## config.mk

```make
export PLATFORM = sky130hd
export DESIGN_NAME = apb_sram_arbiter
export DESIGN_NICKNAME = d
export VERILOG_FILES = /design/src/rtl/apb_ctrl_pkg.sv /design/src/rtl/apb_sram_arbiter_rr_arbiter_2.sv /design/src/rtl/apb_sram_arbiter.sv
export SDC_FILE = /design/constraint.sdc
export NUM_CORES = 1
export LEC_CHECK = 0
export ABC_CLOCK_PERIOD_IN_PS = 15100
export CELL_PAD_IN_SITES_DETAIL_PLACEMENT = 0
export CELL_PAD_IN_SITES_GLOBAL_PLACEMENT = 1
export CORE_MARGIN = 10
export CORE_UTILIZATION = 25
export DETAILED_ROUTE_END_ITERATION = 10
export PLACE_DENSITY = 0.75
export SYNTH_ARGS = -nofsm -noshare
export SYNTH_HDL_FRONTEND = slang
export SYNTH_SLANG_ARGS = --single-unit
```

## constraint.sdc

```tcl
create_clock -name PCLK -period 15.1 [get_ports PCLK]
set_input_delay 3.775 -clock PCLK [delete_from_list [all_inputs] [get_ports PCLK]]
set_output_delay 3.775 -clock PCLK [all_outputs]
set_load 0.05 [all_outputs]
```

## src/rtl/apb_ctrl_pkg.sv

```systemverilog
// Shared definitions for the APB master side: FSM state encoding and fixed
// protection attributes driven on every transfer.
package apb_ctrl_pkg;

  typedef enum logic [1:0] {
    ST_IDLE   = 2'd0,
    ST_SETUP  = 2'd1,
    ST_ACCESS = 2'd2
  } apb_state_e;

  localparam logic [2:0] PPROT_DEFAULT = 3'b000;

endpackage

```

## src/rtl/apb_sram_arbiter_rr_arbiter_2.sv

```systemverilog
// Two-way round-robin arbiter. The pointer remembers the last requester whose
// transfer completed; on a tie the other requester wins.
module rr_arbiter_2 (
  input  logic       clk,
  input  logic       rst,
  input  logic [1:0] req,
  input  logic       upd_en,
  input  logic       upd_id,
  output logic       gnt_valid,
  output logic       gnt_id
);

  logic last_q, last_d;

  // Reset to "req1 was last" so req0 wins the first tie.
  always_ff @(posedge clk or posedge rst) begin
    if (rst) begin
      last_q <= 1'b1;
    end else begin
      last_q <= last_d;
    end
  end

  always_comb begin
    last_d = upd_en ? upd_id : last_q;
  end

  always_comb begin
    gnt_valid = |req;
    gnt_id    = (req == 2'b11) ? ~last_q : req[1];
  end

endmodule

```

## src/rtl/apb_sram_arbiter.sv

```systemverilog
// Two-client APB master: round-robin grants one command at a time onto the
// shared SRAM slave and returns registered responses to the owning client.
module apb_sram_arbiter
  import apb_ctrl_pkg::*;
#(
  parameter int ADDR_WIDTH     = 32,
  parameter int DATA_WIDTH     = 32,
  parameter int TIMEOUT_CYCLES = 16
) (
  input  logic                    PCLK,
  input  logic                    PRESET,
  input  logic                    req0_valid,
  input  logic                    req0_write,
  input  logic [ADDR_WIDTH-1:0]   req0_addr,
  input  logic [DATA_WIDTH-1:0]   req0_wdata,
  output logic                    req0_ready,
  output logic                    rsp0_valid,
  output logic [DATA_WIDTH-1:0]   rsp0_rdata,
  output logic                    rsp0_err,
  input  logic                    req1_valid,
  input  logic                    req1_write,
  input  logic [ADDR_WIDTH-1:0]   req1_addr,
  input  logic [DATA_WIDTH-1:0]   req1_wdata,
  output logic                    req1_ready,
  output logic                    rsp1_valid,
  output logic [DATA_WIDTH-1:0]   rsp1_rdata,
  output logic                    rsp1_err,
  output logic                    PSEL,
  output logic                    PENABLE,
  output logic                    PWRITE,
  output logic [ADDR_WIDTH-1:0]   PADDR,
  output logic [DATA_WIDTH-1:0]   PWDATA,
  output logic [DATA_WIDTH/8-1:0] PSTRB,
  output logic [2:0]              PPROT,
  input  logic [DATA_WIDTH-1:0]   PRDATA,
  input  logic                    PREADY,
  input  logic                    PSLVERR
);

  localparam int CW = $clog2(TIMEOUT_CYCLES + 1);
  localparam logic [CW-1:0] TMO_LAST = CW'(TIMEOUT_CYCLES - 1);

  apb_state_e            state_q, state_d;
  logic                  gnt_id_q, gnt_id_d;
  logic                  write_q, write_d;
  logic [ADDR_WIDTH-1:0] addr_q, addr_d;
  logic [DATA_WIDTH-1:0] wdata_q, wdata_d;
  logic [CW-1:0]         tmo_q, tmo_d;
  logic                  arb_valid, arb_id;
  logic                  xfer_done, xfer_tmo;

  assign xfer_done = (state_q == ST_ACCESS) && (PREADY || (tmo_q == TMO_LAST));
  assign xfer_tmo  = (state_q == ST_ACCESS) && !PREADY && (tmo_q == TMO_LAST);

  rr_arbiter_2 u_arb (
    .clk       (PCLK),
    .rst       (PRESET),
    .req       ({req1_valid, req0_valid}),
    .upd_en    (xfer_done),
    .upd_id    (gnt_id_q),
    .gnt_valid (arb_valid),
    .gnt_id    (arb_id)
  );

  always_ff @(posedge PCLK or posedge PRESET) begin
    if (PRESET) begin
      state_q  <= ST_IDLE;
      gnt_id_q <= 1'b0;
      write_q  <= 1'b0;
      addr_q   <= '0;
      wdata_q  <= '0;
      tmo_q    <= '0;
    end else begin
      state_q  <= state_d;
      gnt_id_q <= gnt_id_d;
      write_q  <= write_d;
      addr_q   <= addr_d;
      wdata_q  <= wdata_d;
      tmo_q    <= tmo_d;
    end
  end

  // Next state plus command latch; the command is captured only on a grant.
  always_comb begin
    state_d  = state_q;
    gnt_id_d = gnt_id_q;
    write_d  = write_q;
    addr_d   = addr_q;
    wdata_d  = wdata_q;
    tmo_d    = tmo_q;
    case (state_q)
      ST_IDLE: begin
        if (arb_valid) begin
          state_d  = ST_SETUP;
          gnt_id_d = arb_id;
          write_d  = arb_id ? req1_write : req0_write;
          addr_d   = arb_id ? req1_addr  : req0_addr;
          wdata_d  = arb_id ? req1_wdata : req0_wdata;
          tmo_d    = '0;
        end
      end
      ST_SETUP: state_d = ST_ACCESS;
      ST_ACCESS: begin
        if (xfer_done) begin
          state_d = ST_IDLE;
        end else begin
          tmo_d = tmo_q + CW'(1);
        end
      end
      default: state_d = ST_IDLE;
    endcase
  end

  // Ready is gated by reset so every output reads 0 while PRESET is high.
  always_comb begin
    PSEL       = 1'b0;
    PENABLE    = 1'b0;
    PWRITE     = 1'b0;
    PADDR      = '0;
    PWDATA     = '0;
    PSTRB      = '0;
    req0_ready = 1'b0;
    req1_ready = 1'b0;
    case (state_q)
      ST_IDLE: begin
        if (arb_valid && !PRESET) begin
          req0_ready = ~arb_id;
          req1_ready = arb_id;
        end
      end
      ST_SETUP, ST_ACCESS: begin
        PSEL    = 1'b1;
        PENABLE = (state_q == ST_ACCESS);
        PWRITE  = write_q;
        PADDR   = addr_q;
        PWDATA  = wdata_q;
        PSTRB   = write_q ? '1 : '0;
      end
      default: ;
    endcase
  end

  assign PPROT = PPROT_DEFAULT;

  logic [1:0]                 rsp_valid;
  logic [1:0]                 rsp_err;
  logic [1:0][DATA_WIDTH-1:0] rsp_rdata;

  // Per-client response registers; rdata/err hold until that client's next response.
  for (genvar gi = 0; gi < 2; gi++) begin : g_rsp
    logic                  valid_q, valid_d;
    logic                  err_q, err_d;
    logic [DATA_WIDTH-1:0] rdata_q, rdata_d;
    logic                  mine;

    assign mine = xfer_done && (gnt_id_q == 1'(gi));

    always_comb begin
      valid_d = mine;
      err_d   = err_q;
      rdata_d = rdata_q;
      if (mine) begin
        err_d   = xfer_tmo | (PREADY & PSLVERR);
        rdata_d = (PREADY && !write_q) ? PRDATA : '0;
      end
    end

    always_ff @(posedge PCLK or posedge PRESET) begin
      if (PRESET) begin
        valid_q <= 1'b0;
        err_q   <= 1'b0;
        rdata_q <= '0;
      end else begin
        valid_q <= valid_d;
        err_q   <= err_d;
        rdata_q <= rdata_d;
      end
    end

    assign rsp_valid[gi] = valid_q;
    assign rsp_err[gi]   = err_q;
    assign rsp_rdata[gi] = rdata_q;
  end

  assign rsp0_valid = rsp_valid[0];
  assign rsp1_valid = rsp_valid[1];
  assign rsp0_err   = rsp_err[0];
  assign rsp1_err   = rsp_err[1];
  assign rsp0_rdata = rsp_rdata[0];
  assign rsp1_rdata = rsp_rdata[1];

endmodule

```

==> impl_results.md <==
- Mapped cell area: 0.00657 mm²
- CTS sink count: 142
- CTS buffer count: 17
- Initial Utilization: 0.253
- Number of max-cap violations: 0
- Tmin final: 9.71 ns
- Crit-path max FO: 13
- Postcts setup bufs: 0
- Io pins: 312
- Status: finished, final reports clean
- Antenna Nets Post-Route: 0
- GPL Wtd Cong: 0.738
- Pre-antenna DRT Iters: 6
- Synth unique cells: 37
- Layout area overhead: 58.2%
- Fmax: 103 MHz
- CP arrival: 5.93 ns
- Hold Path Class: reg2reg
- Share of layout cells above drive strength 1: 0.0468
- Die ar.: 0.0332 mm²
- Pwr/cell area: 232 mW/mm²
- Slew of the pin with the lowest slew margin: 0.977 ns
- Clock Skews: 0.0162 ns
- Final setup vio count: 0
- CTS Root Cell: clkbuf_16
- Non-Filler Instances: 1297
- Async S/R FF share, synth: 1.00
- Area of the core: 0.0260 mm²
- Final worst slack: 5.39 ns
- Global Route met3 Usage: 0.0734
- Setup TNS: 0 ns
- Longest Clk Path Bufs: 2
- Total global-route track usage: 0.135
- Final Hold Fails: 0
- Mapped Cells: 672
- CTS Hold Bufs: 0
- Die W: 182 µm
- Residual DRC: 0
- Area contributors post-synth: dfrtp_1, mux2i_1, o21ai_0, nand2_1, and2_1
- Max-slew violations: 0
- Worst skew pair latency: 0.42 ns
- Antenna violations before repair: 1
- Inst Count DP: 1267
- WP data required: 11.32 ns
- EDFF count, synth: 0
- LEAKAGE: 4.43 nW
- Part of the cycle the worst path needs: 0.643
- CTS tree: yes
- Largest net degree at the start of global routing: 105
- Rows: 59
- CTS clk-pin slew, worst paths: 0.06 ns
- Post-CTS sizing: 0
- Wire per inst: 17.8 µm
- Normalized max-slew margin: 0.349
- Max VDD drop: 0.0000928 V
- CTS H-tree depth: 4
- Crit path kind: in2out
- Vias per std cell: 4.37
- N_diodes: 0
- Die Ht: 182 µm
- Layout Nets: 1124
- WL final: 23100 µm
- Ys Warns: 0
- Total grt overflow: 0
- Top_reg_cell synth: dfrtp_1
- Grt met2 use: 0.210
- Met1 Resource Use GR: 0.162
- Yosys top cell by area: dfrtp_1
- RSZ-0062 raised after global routing: no
- Crit end category: output port
- Vias after detailed routing: 5662
- Gr busiest metal: met2
- Register area share after synthesis: 0.541
- Seq cells post-synth: 142
- Initial drt markers: 297
- Port bufs: 308
- Vias in the first global route: 5979
- DP HPWL: 17000 µm
- First-pass GRT wire length: 35700 µm
- CP Launch Type: input port
- Yosys top cell area share: 0.537
- Mean Syn Cell Area: 9.78 µm²
- Place WS: 5.39 ns
## cells in the mapped netlist, types with 3 or more instances
library cell and count:
ha_1 5, o21ai_0 125, buf_2 17, inv_1 9
buf_4 11, mux2i_1 66, dfrtp_1 141, buf_6 4
and2_1 65, nand2_1 137, nor2_1 3, o21ai_1 39
nand3_1 3, clkbuf_1 22
## cell families after synthesis
kind of cell / synth area share
simple gates: 0.155
other cells: 0.000570
fa+ha+maj: 0.00952
buf+inv: 0.0514
compound gates: 0.140
flops: 0.541
mux: 0.102
## worst paths after layout
path	end	slack, ns	from	depth (start not counted)
worst max-delay path	req1_ready	5.39	req1_valid	5
worst min-delay path	wdata_q[29]	0.47	wdata_q[29]	2
worst max register to register	rsp0_err	12.36	tmo_q[0]	7
worst min register to register	wdata_q[29]	0.47	wdata_q[29]	2
max in group asynchronous	addr_q[15]	9.73	PRESET	3
min in group asynchronous	wdata_q[3]	3.89	PRESET	2
## state kept, by name, summed over array words and instances (netlist names)
name          cells
state_q           2
tmo_q             5
rsp1_err          1
wdata_q          32
gnt_id_q          1
rsp1_rdata       32
u_arb.last_q      1
rsp0_err          1
addr_q           32
rsp0_valid        1
write_q           1
rsp1_valid        1
rsp0_rdata       32
## cell usage in the layout (no fill, tap or decap), drive strengths merged, types with 3 or more instances in the layout
cell and instances:
and2 65, buf 6, clkbuf 17, clkdlybuf4s50 308, clkinv 7, clkinvlp 3, conb 3, dfrtp 141
ha 5, inv 11, mux2i 66, nand2 137, nand3 3, nor2 3, o21ai 165
## worst max-delay path, cell delays in order
cell and delay (ns):
clkdlybuf4s50_1 0.56, a21boi_4 0.51, nand2_1 0.15, nor2_1 0.11
clkdlybuf4s50_1 0.81
## layer usage
metal | wire length [µm] | vias to the layer above
li1 | - | 2797
met1 | 9860 | 2598
met2 | 10400 | 257
met3 | 2790 | 10
met4 | 124 | 0
met5 | 0 | -
## final cells by class
type	instances	area (µm²)
Inverter	9	38.8
Sequential cell	142	3550
Clock buffer	17	425
Clock inverter	13	119
Timing Repair Buffer	314	3130
Fill cell	2633	15600
Tap cell	335	419
Multi-Input combinational cell	467	2720
## where the power goes
part / internal, W / switching, W
Sequential: 0.000528 / 0.0000711
Combinational: 0.000454 / 0.000957
Clock: 0.000226 / 0.000174
Total: 0.00121 / 0.00120
## per-stage QoR
stage                     area (µm²)  power, W   util  hold WS, ns
after floorplan                 6580   0.00154      -        0.442
after global placement          9860   0.00203  0.379        0.453
after detailed placement        9860   0.00204  0.379        0.462
after CTS                      10400   0.00245  0.400        0.476
after global routing           10400   0.00256  0.400        0.485
final                          10400   0.00241  0.400        0.470
No activity file was read; power rests on OpenSTA's default activity.
